## src/rtl/fetch_stage_pkg.sv

```systemverilog
// Shared definitions for the instruction-fetch stage: PC-source encodings,
// the NOP word, FSM states and the IF/ID payload.
package fetch_stage_pkg;

  localparam int unsigned XLEN = 32;

  // id_if_selpctype encodings
  localparam logic [1:0] PCT_BR  = 2'b00;
  localparam logic [1:0] PCT_JR  = 2'b01;
  localparam logic [1:0] PCT_J   = 2'b10;
  localparam logic [1:0] PCT_EXC = 2'b11;

  localparam logic [XLEN-1:0] NOP = 32'h0000_0000;

  typedef enum logic [1:0] {
    BOOT = 2'd0,
    REQ  = 2'd1,
    HOLD = 2'd2
  } fetch_state_e;

  typedef struct packed {
    logic [XLEN-1:0] instruc;
    logic [XLEN-1:0] nextpc;
  } if_id_t;

endpackage

```

## src/rtl/fetch_next_pc.sv

```systemverilog
// Next-PC selection for the fetch stage (purely combinational).
// Ports:
//   selpcsource, selpctype, rega, pcimd2ext, pcindex : redirect request from decode
//   stall            : execute stall; a redirect under stall is ignored
//   pc               : current fetch PC
//   redir_pending, redir_pc : redirect captured earlier, not yet applied
//   target_c         : selected redirect target
//   seq_c            : pc + 4 (wraps at 2^32)
//   redirect_c       : a redirect is accepted this cycle
//   next_pc_c        : PC to load when the current fetch completes
module fetch_next_pc
  import fetch_stage_pkg::*;
#(
  parameter logic [31:0] EXC_VECTOR = 32'h0000_0080
) (
  input  logic             selpcsource,
  input  logic [1:0]       selpctype,
  input  logic [XLEN-1:0]  rega,
  input  logic [XLEN-1:0]  pcimd2ext,
  input  logic [XLEN-1:0]  pcindex,
  input  logic             stall,
  input  logic [XLEN-1:0]  pc,
  input  logic             redir_pending,
  input  logic [XLEN-1:0]  redir_pc,
  output logic [XLEN-1:0]  target_c,
  output logic [XLEN-1:0]  seq_c,
  output logic             redirect_c,
  output logic [XLEN-1:0]  next_pc_c
);

  // Target mux
  always_comb begin
    target_c = pcimd2ext;
    case (selpctype)
      PCT_BR:  target_c = pcimd2ext;
      PCT_JR:  target_c = rega;
      PCT_J:   target_c = pcindex;
      PCT_EXC: target_c = EXC_VECTOR;
      default: target_c = pcimd2ext;
    endcase
  end

  // A fresh redirect beats an older pending one, which beats sequential flow
  always_comb begin
    seq_c      = pc + XLEN'(4);
    redirect_c = selpcsource & ~stall;
    next_pc_c  = seq_c;
    if (redirect_c) begin
      next_pc_c = target_c;
    end else if (redir_pending) begin
      next_pc_c = redir_pc;
    end
  end

endmodule

```

## src/rtl/fetch_stage.sv

```systemverilog
// Instruction-fetch stage: holds the PC, issues word reads to the memory
// controller, and produces the IF/ID register. Redirects from decode take
// effect after the in-flight (delay-slot) fetch completes; nothing is flushed.
// Optional macro IF_PERF_CNT_EN adds fetched/bubble performance counters.
// Ports:
//   clock, reset (async, active-low)
//   ex_if_stall                 : freeze PC and IF/ID
//   id_if_selpcsource/_selpctype/_rega/_pcimd2ext/_pcindex : redirect from decode
//   mc_if_data, mc_if_valid     : memory read response
//   if_mc_en, if_mc_addr        : memory read request (word address)
//   if_id_instruc, if_id_nextpc : IF/ID register
//   if_perf_fetched, if_perf_bubbles : counters (IF_PERF_CNT_EN only)
module fetch_stage
  import fetch_stage_pkg::*;
#(
  parameter logic [31:0]  RESET_PC   = 32'h0000_0000,
  parameter logic [31:0]  EXC_VECTOR = 32'h0000_0080,
  parameter int unsigned  ADDR_W     = 18
) (
  input  logic              clock,
  input  logic              reset,
  input  logic              ex_if_stall,
  input  logic              id_if_selpcsource,
  input  logic [1:0]        id_if_selpctype,
  input  logic [XLEN-1:0]   id_if_rega,
  input  logic [XLEN-1:0]   id_if_pcimd2ext,
  input  logic [XLEN-1:0]   id_if_pcindex,
  input  logic [XLEN-1:0]   mc_if_data,
  input  logic              mc_if_valid,
  output logic              if_mc_en,
  output logic [ADDR_W-1:0] if_mc_addr,
  output logic [XLEN-1:0]   if_id_instruc,
`ifdef IF_PERF_CNT_EN
  output logic [XLEN-1:0]   if_perf_fetched,
  output logic [XLEN-1:0]   if_perf_bubbles,
`endif
  output logic [XLEN-1:0]   if_id_nextpc
);

  fetch_state_e    state_q, state_d;
  logic [XLEN-1:0] pc_q, pc_d;
  if_id_t          if_id_q, if_id_d;
  logic [XLEN-1:0] hold_data_q, hold_data_d;
  logic            redir_pending_q, redir_pending_d;
  logic [XLEN-1:0] redir_pc_q, redir_pc_d;
  logic            en_q, en_d;
  logic            deliver_c;
  logic            bubble_c;

  logic [XLEN-1:0] target_c;
  logic [XLEN-1:0] seq_c;
  logic            redirect_c;
  logic [XLEN-1:0] next_pc_c;

  fetch_next_pc #(
    .EXC_VECTOR (EXC_VECTOR)
  ) u_next_pc (
    .selpcsource   (id_if_selpcsource),
    .selpctype     (id_if_selpctype),
    .rega          (id_if_rega),
    .pcimd2ext     (id_if_pcimd2ext),
    .pcindex       (id_if_pcindex),
    .stall         (ex_if_stall),
    .pc            (pc_q),
    .redir_pending (redir_pending_q),
    .redir_pc      (redir_pc_q),
    .target_c      (target_c),
    .seq_c         (seq_c),
    .redirect_c    (redirect_c),
    .next_pc_c     (next_pc_c)
  );

  // State register
  always_ff @(posedge clock or negedge reset) begin
    if (!reset) begin
      state_q         <= BOOT;
      pc_q            <= RESET_PC;
      if_id_q         <= '{instruc: NOP, nextpc: '0};
      hold_data_q     <= '0;
      redir_pending_q <= 1'b0;
      redir_pc_q      <= '0;
      en_q            <= 1'b0;
    end else begin
      state_q         <= state_d;
      pc_q            <= pc_d;
      if_id_q         <= if_id_d;
      hold_data_q     <= hold_data_d;
      redir_pending_q <= redir_pending_d;
      redir_pc_q      <= redir_pc_d;
      en_q            <= en_d;
    end
  end

  // Next-state and datapath updates
  always_comb begin
    state_d         = state_q;
    pc_d            = pc_q;
    if_id_d         = if_id_q;
    hold_data_d     = hold_data_q;
    redir_pending_d = redir_pending_q;
    redir_pc_d      = redir_pc_q;
    deliver_c       = 1'b0;
    bubble_c        = 1'b0;

    // Capture first; a completing fetch below consumes and clears it
    if (redirect_c) begin
      redir_pending_d = 1'b1;
      redir_pc_d      = target_c;
    end

    case (state_q)
      BOOT: begin
        state_d = REQ;
      end
      REQ: begin
        if (mc_if_valid) begin
          if (!ex_if_stall) begin
            if_id_d         = '{instruc: mc_if_data, nextpc: seq_c};
            pc_d            = next_pc_c;
            redir_pending_d = 1'b0;
            deliver_c       = 1'b1;
          end else begin
            // Park the returned word so the request is not repeated
            hold_data_d = mc_if_data;
            state_d     = HOLD;
          end
        end else if (!ex_if_stall) begin
          if_id_d.instruc = NOP;
          bubble_c        = 1'b1;
        end
      end
      HOLD: begin
        if (!ex_if_stall) begin
          if_id_d         = '{instruc: hold_data_q, nextpc: seq_c};
          pc_d            = next_pc_c;
          redir_pending_d = 1'b0;
          deliver_c       = 1'b1;
          state_d         = REQ;
        end
      end
      default: begin
        state_d = BOOT;
      end
    endcase

    en_d = (state_d == REQ);
  end

  assign if_mc_en      = en_q;
  assign if_mc_addr    = pc_q[ADDR_W+1:2];
  assign if_id_instruc = if_id_q.instruc;
  assign if_id_nextpc  = if_id_q.nextpc;

`ifdef IF_PERF_CNT_EN
  logic [XLEN-1:0] perf_fetched_q;
  logic [XLEN-1:0] perf_bubbles_q;

  // Delivered-instruction and bubble counters, free-running with wrap
  always_ff @(posedge clock or negedge reset) begin
    if (!reset) begin
      perf_fetched_q <= '0;
      perf_bubbles_q <= '0;
    end else begin
      if (deliver_c) perf_fetched_q <= perf_fetched_q + XLEN'(1);
      if (bubble_c)  perf_bubbles_q <= perf_bubbles_q + XLEN'(1);
    end
  end

  assign if_perf_fetched = perf_fetched_q;
  assign if_perf_bubbles = perf_bubbles_q;
`else
  logic unused_perf;
  assign unused_perf = deliver_c ^ bubble_c;
`endif

endmodule

```

## config.mk

```make
export PLATFORM = sky130hd
export DESIGN_NAME = fetch_stage
export DESIGN_NICKNAME = d
export VERILOG_FILES = /design/src/rtl/fetch_stage_pkg.sv /design/src/rtl/fetch_next_pc.sv /design/src/rtl/fetch_stage.sv
export SDC_FILE = /design/constraint.sdc
export NUM_CORES = 1
export LEC_CHECK = 0
export ABC_AREA = 1
export CORE_MARGIN = 2
export CORE_UTILIZATION = 35
export DETAILED_ROUTE_END_ITERATION = 16
export SLEW_MARGIN = 20
export SYNTH_ARGS = -nofsm -noshare
export SYNTH_HDL_FRONTEND = slang
export SYNTH_HIERARCHICAL = 1
export SYNTH_SLANG_ARGS = --single-unit
```

## constraint.sdc

```tcl
create_clock -name clock -period 1.4 [get_ports clock]
set_input_delay 0.28 -clock clock [delete_from_list [all_inputs] [get_ports clock]]
set_output_delay 0.28 -clock clock [all_outputs]
set_load 0.005 [all_outputs]
```

==> reports/qor.yml, run 1 <==
timing:
  min_period_ns: 1.77
  fin_crit_sh: 1.27
  worst_pin_slew_ns: 0.372
  maxSlewViolCount: 0
  max_slew_margin: 0.751
  hold_viol: 0
  layout_setup_ws_ns: -0.372
  clock_skew_ns: 0.0116
  setup_viol: 137
  max_freq_mhz: 564
  rsz0062_at_grt: "true"
critical_path:
  r2r_start: "pc_q[10]$_DFFE_PN0P_"
  critPathMostFrequentCell: "nand2_1"
  critPathMaxFanout: 3
  crit_path_max_incr_delay_ns: 0.43
  worst-endpoint-arrival_ns: 2.15
  critical_path_class: "reg2reg"
  cp.required_ns: 1.78
  crit_family: "simple AND/OR/NAND/NOR gates"
  reg2reg_to: "pc_q[16]$_DFFE_PN0P_"
  endpoint_kind: "flop"
  cp_cell_sequence: "buf_4, nand2_2, nor2_4, nand2_1, nor2_4, nand2_1, nand2_2, nand2_1, a21oi_1, nand3_1, nand2_1"
  critPathSlowestCell: "dfrtp_1"
  startpoint_type: "flop"
  r2r_slack_ns: -0.37
  cp.buffers_inverters: 1
  reg2reg_depth: 11
drt:
  viasPerCell: 5.01
  drtAntennaViolNets: 0
  vias: 10200
  drc: 0
  wirelength_um: 36000
  drt-pass1-iter-count: 5
  wl_per_cell_um: 17.7
  drtIter0Drc: 736
clocking:
  clock_latency_ns: 0.44
  cts_tree: "yes"
  cts_sinks: 164
  cts_buffers: 17
  clockRootBuffer: "clkbuf_16"
  htree_levels: 4
  clkTransAtPathRegs_ns: 0.07
  clock_path_buffers: 2
synthesis:
  syn_nets: 1399
  ys_seq_area_frac: 0.447
  yosysUniqueCellTypes: 32
  yosysWarningCount: 6
  syn_area_per_cell_um2: 7.30
  synthCells: 1259
  ys_seq_elements: 164
  syn_area_mm2: 0.00919
cells_and_area:
  fin_nets: 1820
  synthToLayoutAreaGrowth_pct: 76.9
  final_cell_mix: "nand2_1 (360), buf_4 (165), dfrtp_1 (160)"
  layout-drive-gt1-share: 0.403
  instances_no_fill: 2031
  final_common_cell: "nand2_1"
floorplanning:
  chipWidth_um: 166
  die_h_um: 166
  rows: 59
  core_area_mm2: 0.0259
  start_util: 0.354
  ioPinCount: 218
  die_area_mm2: 0.0276
placement:
  io_buffers: 217
  dp.final_hpwl_um: 21600
  dp.cells: 1857
  gp_congestion: 0.900
grt:
  antenna_found_initial: 7
  grt_max_degree: 46
  grt_use_total: 0.239
  grt-ovfl-total: 0
  grt_pass1_wl_um: 52500
  grt_pass1_vias: 9797
min_path:
  hp-class: "in2async"
pwr:
  p_total_uw: 31700
  ir_drop_mv: 0.994
  pwr_density_cell_mw_per_mm2: 1950
  leakage_uw: 0.00801
outcome:
  status: "finished, violations left"
  violations: "negative setup slack"
job:
  drv_cap: 0
## where the power goes
part	internal (µW)	switching, µW	leakage [µW]
Combinational	9850	9080	0.00564
Clock	2400	2340	0.000285
Sequential	6560	1480	0.00208
Total	18800	12900	0.00801
## worst max path at each step
stage,from,end,slack (ns),cells after the start
finish,pc_q[10]$_DFFE_PN0P_,pc_q[16]$_DFFE_PN0P_,-0.37,11
global route,pc_q[4]$_DFFE_PN0P_,pc_q[15]$_DFFE_PN0P_,-0.43,11
CTS,pc_q[2]$_DFFE_PN0P_,pc_q[14]$_DFFE_PN0P_,-0.31,11
detailed placement,id_if_selpctype[1],pc_q[14]$_DFFE_PN0P_,-0.56,10
global placement,id_if_selpctype[1],pc_q[14]$_DFFE_PN0P_,-0.51,10
floorplan,pc_q[2]$_DFFE_PN0P_,pc_q[28]$_DFFE_PN0P_,-0.09,12
## state kept, by name, summed over array words and instances (netlist names)
name and cells:
redir_pc_q 32, if_id_instruc 32, state_q 2, pc_q 32
redir_pending_q 1, hold_data_q 32, if_id_nextpc 32, if_mc_en 1
## layout make-up
cell class                      instances  area [µm²]
Antenna cell                            3        7.51
Timing Repair Buffer                  484        5090
Multi-Input combinational cell        909        5590
Clock inverter                         15         163
Timing Repair inverter                  2        32.5
Clock buffer                           17         425
Tap cell                              335         419
Fill cell                            2182        9670
Sequential cell                       164        4110
Inverter                              102         404
## cells in the mapped netlist (all sizes together)
library cell	instances	area, µm²
o21ai	94	470
xor2	4	35.0
ha	5	62.6
mux2	32	360
o21bai	1	7.51
nand3	116	581
nand2	548	2080
xnor2	4	35.0
buf	64	435
and2	1	6.26
dfrtp	164	4100
nor2	63	279
inv	102	383
a31oi	3	18.8
o22ai	1	6.26
clkbuf	20	75.1
or2	2	15.0
nand3b	1	7.51
a21oi	25	151
o211ai	8	60.1
a21o	1	7.51
## what timing repair did
action	in CTS	in global routing
gates resized for setup	371	338
setup buffers	87	54
endpoints found under the hold margin	25	0
endpoints found under the setup margin	219	194
hold buffers	1	0
gates cloned	18	8
pin swaps	60	87
## per-layer routing
metal  routed length, µm  vias to the layer above  GRT usage
met4                 917                        8     0.0681
met3                2320                       76     0.0524
met5                  54                        -          0
met2               18400                      350      0.410
li1                    -                     4806          -
met1               14300                     4931      0.305
## metrics by stage
step                TNS, ns  cell area, µm²  utilization  hold WS [ns]  worst slack [ns]
floorplan             -3.66            9370            -       -0.0156           -0.0932
global placement     -53.73           12600        0.486         0.199            -0.513
detailed placement   -55.73           12600        0.486         0.201            -0.556
CTS                  -19.73           14900        0.574         0.304            -0.314
global route         -32.70           16200        0.627         0.316            -0.432
finish               -24.66           16200        0.627         0.313            -0.372
## logic make-up (layout without fill, tap and decap cells)
family                     Yosys count  in the layout  synth area share
and+or+nand+nor                    731            731             0.324
buffers and inverters              186            620            0.0973
DFF                                164            164             0.447
AOI/OAI and AO/OA                  133            133            0.0786
muxes                               32             32            0.0392
xor gates and xnor gates             8              8           0.00763
adders and majority gates            5              5           0.00681
other                                0              3                 0
Note: power is estimated with default switching activity, not from simulation.
==> run 2: changes to the inputs <==
Settings changed: CELL_PAD_IN_SITES_DETAIL_PLACEMENT set to 1, CELL_PAD_IN_SITES_GLOBAL_PLACEMENT set to 2, CORE_UTILIZATION 35 to 25, PLACE_DENSITY_LB_ADDON set to 0.1, REMOVE_ABC_BUFFERS set to 1, SLEW_MARGIN 20 to not set.
==> reports/qor.yml, run 2 (synthesized netlist as in run 1, its figures left out) <==
critical_path:
  startpoint_type: "flop"
  worst-endpoint-arrival_ns: 2.13
  critPathMaxFanout: 4
  critical_path_class: "reg2reg"
  cp.required_ns: 1.79
  endpoint_kind: "flop"
drt:
  drc: 0
  routed-wl-met2_um: 20100
  wl_per_cell_um: 19.3
  dr_wl_met3_um: 1250
  drtAntennaViolNets: 0
  viasPerCell: 4.60
  vias: 9753
  drtIter0Drc: 318
  drt-pass1-iter-count: 4
  wirelength_um: 40900
  wl_met1_um: 19000
  highest_layer: "met4"
timing:
  min_period_ns: 1.74
  layout_setup_ws_ns: -0.345
  hold_slack_ns: 0.273
  rsz0062_at_grt: "true"
  maxSlewViolCount: 0
  hold_viol: 0
  max_slew_margin: 0.791
  clock_skew_ns: 0.0147
  setup_viol: 132
  fin_crit_sh: 1.25
  max_freq_mhz: 573
  worst_pin_slew_ns: 0.312
cells_and_area:
  synthToLayoutAreaGrowth_pct: 75.5
  fin_area_mm2: 0.0161
  layout-drive-gt1-share: 0.343
  final_common_cell: "nand2_1"
  final_cell_mix: "nand2_1 (409), dfrtp_1 (164), clkdlybuf4s50_1 (131)"
  fin_nets: 1778
  final_util: 0.442
clocking:
  cts_tree: "yes"
  clockRootBuffer: "clkbuf_16"
  clock_latency_ns: 0.45
  htree_levels: 4
  cts_sinks: 164
  clock_path_buffers: 2
  clkTransAtPathRegs_ns: 0.07
  cts_buffers: 17
placement:
  gp_congestion: 0.731
  dp.final_hpwl_um: 24500
  place_ws_ns: -0.581
  post_dp_cell_area_mm2: 0.0126
  io_buffers: 217
pwr:
  p_total_uw: 32200
  pwr_density_cell_mw_per_mm2: 2000
  leakage_uw: 0.00784
  ir_drop_mv: 1.11
outcome:
  violations: "negative setup slack"
  status: "finished, violations left"
floorplanning:
  die_area_mm2: 0.0383
  start_util: 0.252
  ioPinCount: 218
  chipWidth_um: 196
  core_area_mm2: 0.0364
  rows: 70
  die_h_um: 196
min_path:
  hp-class: "in2async"
grt:
  grt_use_total: 0.210
  grt_pass1_vias: 10200
  grt-ovfl-total: 0
  grt_pass1_wl_um: 60800
  antenna_found_initial: 3
  grt_max_degree: 48
job:
  drv_cap: 0
-- run 2: layout make-up --
cell class | count | area [µm²]
multi-input cells | 909 | 5320
well taps | 468 | 586
flip-flops and latches | 164 | 4100
diodes | 3 | 7.51
fillers | 4219 | 20300
clock buffers | 21 | 470
inverters | 102 | 408
clock inverters | 9 | 151
repair buffers | 444 | 5070
-- run 2: final timing paths --
check	startpoint	endpoint	slack, ns	depth (start not counted)
max	pc_q[4]$_DFFE_PN0P_	pc_q[11]$_DFFE_PN0P_	-0.34	10
min	reset	hold_data_q[9]$_DFFE_PN0P_	0.27	2
max reg2reg	pc_q[4]$_DFFE_PN0P_	pc_q[11]$_DFFE_PN0P_	-0.34	10
min reg2reg	if_id_nextpc[17]$_DFFE_PN0P_	if_id_nextpc[17]$_DFFE_PN0P_	0.47	2
max in group asynchronous	reset	if_id_instruc[3]$_DFFE_PN0P_	0.56	3
min in group clock	mc_if_data[31]	hold_data_q[31]$_DFFE_PN0P_	0.40	3
-- run 2: worst max-delay path, stage by stage (launching register included) --
cell      delay, ns
dfrtp_1        0.37
buf_4          0.15
nand2_2        0.07
nor2_4         0.18
nand3b_1       0.27
or2_1          0.36
nand3_2        0.07
nand2_1        0.05
nand2_1        0.05
nand3_1        0.06
nand2_1        0.05
-- run 2: repair_timing --
item / 4_1_cts / 5_1_grt
setup buffers: 75 / 36
hold buffers: 1 / 0
hold endpoints to repair: 55 / 0
endpoints found under the setup margin: 215 / 168
gates cloned: 21 / 9
pin swaps: 61 / 78
resized for setup: 395 / 223
-- run 2: metrics by stage --
stage	cells	TNS (ns)
3_5_place_dp	1970	-57.82
3_3_place_gp	1970	-54.63
5_1_grt	2120	-34.90
4_1_cts	2092	-22.74
6_report	2120	-25.68
2_1_floorplan	1175	-249.52
-- run 2: report_power, final --
group	leakage, µW	switching (µW)	internal [µW]	total [µW]
sequential	0.00209	1320	6550	7880
combinational	0.00545	9360	9770	19100
clock	0.000305	2080	3110	5190
-- run 2: per-layer routing --
| metal | global-route usage | vias to the layer above |
|---|---|---|
| met4 | 0.0578 | 0 |
| met5 | 0 | - |
| li1 | - | 4712 |
| met3 | 0.0309 | 24 |
| met2 | 0.349 | 151 |
| met1 | 0.287 | 4866 |
==> run 3: changes to the inputs <==
Settings changed: CELL_PAD_IN_SITES_DETAIL_PLACEMENT 1 to not set, CELL_PAD_IN_SITES_GLOBAL_PLACEMENT 2 to not set, CORE_UTILIZATION 25 to 35, PLACE_DENSITY_LB_ADDON 0.1 to not set.
==> reports/qor.yml, run 3 (synthesized netlist as in run 1, its figures left out) <==
clocking:
  clock_latency_ns: 0.44
  clockRootBuffer: "clkbuf_16"
  cts_buffers: 17
  cts_sinks: 164
  cts_tree: "yes"
  clock_path_buffers: 2
  clkTransAtPathRegs_ns: 0.08
  htree_levels: 4
cells_and_area:
  fin_nets: 1793
  final_cell_mix: "nand2_1 (383), dfrtp_1 (163), buf_4 (135)"
  layout-drive-gt1-share: 0.363
  fin_area_mm2: 0.0159
  final_common_cell: "nand2_1"
  synthToLayoutAreaGrowth_pct: 73.2
drt:
  highest_layer: "met5"
  drtIter0Drc: 657
  drtAntennaViolNets: 0
  drc: 0
  wirelength_um: 37000
  wl_per_cell_um: 18.5
  routed-wl-met2_um: 18700
  vias: 10200
  dr_wl_met3_um: 2850
  viasPerCell: 5.12
  drt-pass1-iter-count: 6
  wl_met1_um: 14300
critical_path:
  r2r_slack_ns: -0.38
  startpoint: "pc_q[14]$_DFFE_PN0P_"
  cp_cell_sequence: "buf_4, nand2_1, nor2_2, nand2_2, nor2_4, nand2_1, nand2_2, nand2_1, a21oi_2, nand3_1, nand2_1"
  cp.required_ns: 1.77
  r2r_start: "pc_q[14]$_DFFE_PN0P_"
  critical_path_class: "reg2reg"
  critPathMostFrequentCell: "nand2_1"
  reg2reg_to: "pc_q[17]$_DFFE_PN0P_"
  endpoint_kind: "flop"
  critPathSlowestCell: "dfrtp_1"
  worst-endpoint-arrival_ns: 2.15
  critPathMaxFanout: 5
  reg2reg_depth: 11
  startpoint_type: "flop"
  crit_path_max_incr_delay_ns: 0.39
timing:
  clock_skew_ns: 0.0151
  min_period_ns: 1.78
  maxSlewViolCount: 0
  fin_crit_sh: 1.27
  hold_viol: 0
  worst_pin_slew_ns: 0.329
  max_slew_margin: 0.780
  setup_viol: 136
  max_freq_mhz: 560
  rsz0062_at_grt: "true"
  layout_setup_ws_ns: -0.384
floorplanning:
  chipWidth_um: 166
  start_util: 0.354
  die_area_mm2: 0.0276
  core_area_mm2: 0.0259
  ioPinCount: 218
  die_h_um: 166
  rows: 59
pwr:
  p_sw_uw: 12700
  p_clk_frac: 0.154
  pwr_density_cell_mw_per_mm2: 1990
  combPwrFrac: 0.596
  p_seq_frac: 0.250
  internal_power_uw: 19000
  ir_drop_mv: 1.07
  leakage_uw: 0.00788
  swShare: 0.401
job:
  drv_cap: 0
placement:
  place_ws_ns: -0.479
  io_buffers: 217
  gp_congestion: 0.864
  post_dp_cell_area_mm2: 0.0124
  dp.final_hpwl_um: 20500
min_path:
  hp-class: "in2async"
outcome:
  violations: "negative setup slack"
  status: "finished, violations left"
grt:
  antenna_found_initial: 5
  grt_pass1_wl_um: 54000
  grt_max_degree: 38
  grt_use_total: 0.248
  grt-ovfl-total: 0
  grt_pass1_vias: 9944
==> run 3: per-stage QoR <==
stage / cells / setup TNS (ns) / total power [µW] / hold WS, ns / utilization
global route: 2001 / -32.31 / 33300 / 0.310 / 0.614
global placement: 1836 / -46.34 / 18700 / 0.172 / 0.480
CTS: 1955 / -16.98 / 28500 / 0.279 / 0.565
floorplan: 1175 / -249.52 / 12500 / -0.0156 / -
detailed placement: 1836 / -48.53 / 18900 / 0.175 / 0.480
finish: 2002 / -25.61 / 31700 / 0.281 / 0.614
==> run 3: area by class of cell <==
class	instances	area (µm²)
Tap cell	335	419
Antenna cell	1	2.50
Fill cell	2195	10000
Clock inverter	14	168
Timing Repair Buffer	459	5060
Clock buffer	18	429
Sequential cell	164	4110
Inverter	102	395
Multi-Input combinational cell	909	5330
==> run 3: worst max path at each step <==
stage                                 to  depth (start not counted)
2_1_floorplan        pc_q[7]$_DFFE_PN0P_                          8
3_3_place_gp   redir_pc_q[7]$_DFFE_PN0P_                          7
3_5_place_dp   redir_pc_q[7]$_DFFE_PN0P_                          7
4_1_cts             pc_q[28]$_DFFE_PN0P_                         12
5_1_grt             pc_q[21]$_DFFE_PN0P_                         12
6_report            pc_q[17]$_DFFE_PN0P_                         11
==> run 3: power groups by stage <==
stage	Combinational (µW)	Clock [µW]	Sequential, µW
after detailed placement	11100	0	7760
final	18900	4900	7930
after global placement	11000	0	7740
after global routing	20000	5140	8130
after CTS	15800	4960	7690
after floorplan	4760	0	7770
==> run 3: per-layer routing <==
| metal | up-vias | GRT usage |
|---|---|---|
| met2 | 497 | 0.440 |
| met1 | 4888 | 0.304 |
| li1 | 4757 | - |
| met4 | 8 | 0.0677 |
| met5 | - | 0 |
| met3 | 98 | 0.0562 |
==> run 3: worst max-delay path, delay by kind of cell (launching register included) <==
kind / cells / cell delay, ns
AND/OR/NAND/NOR: 9 / 1.04
flip-flops: 1 / 0.39
buffers and inverters: 1 / 0.15
AO/OA/AOI/OAI: 1 / 0.12
==> run 3: timing repair <==
action,in CTS,in global routing
resized for setup,343,250
cloned,21,8
hold buffers,1,0
pin swaps,61,53
hold endpoints to repair,19,0
setup buffers,69,47
endpoints found under the setup margin,182,194
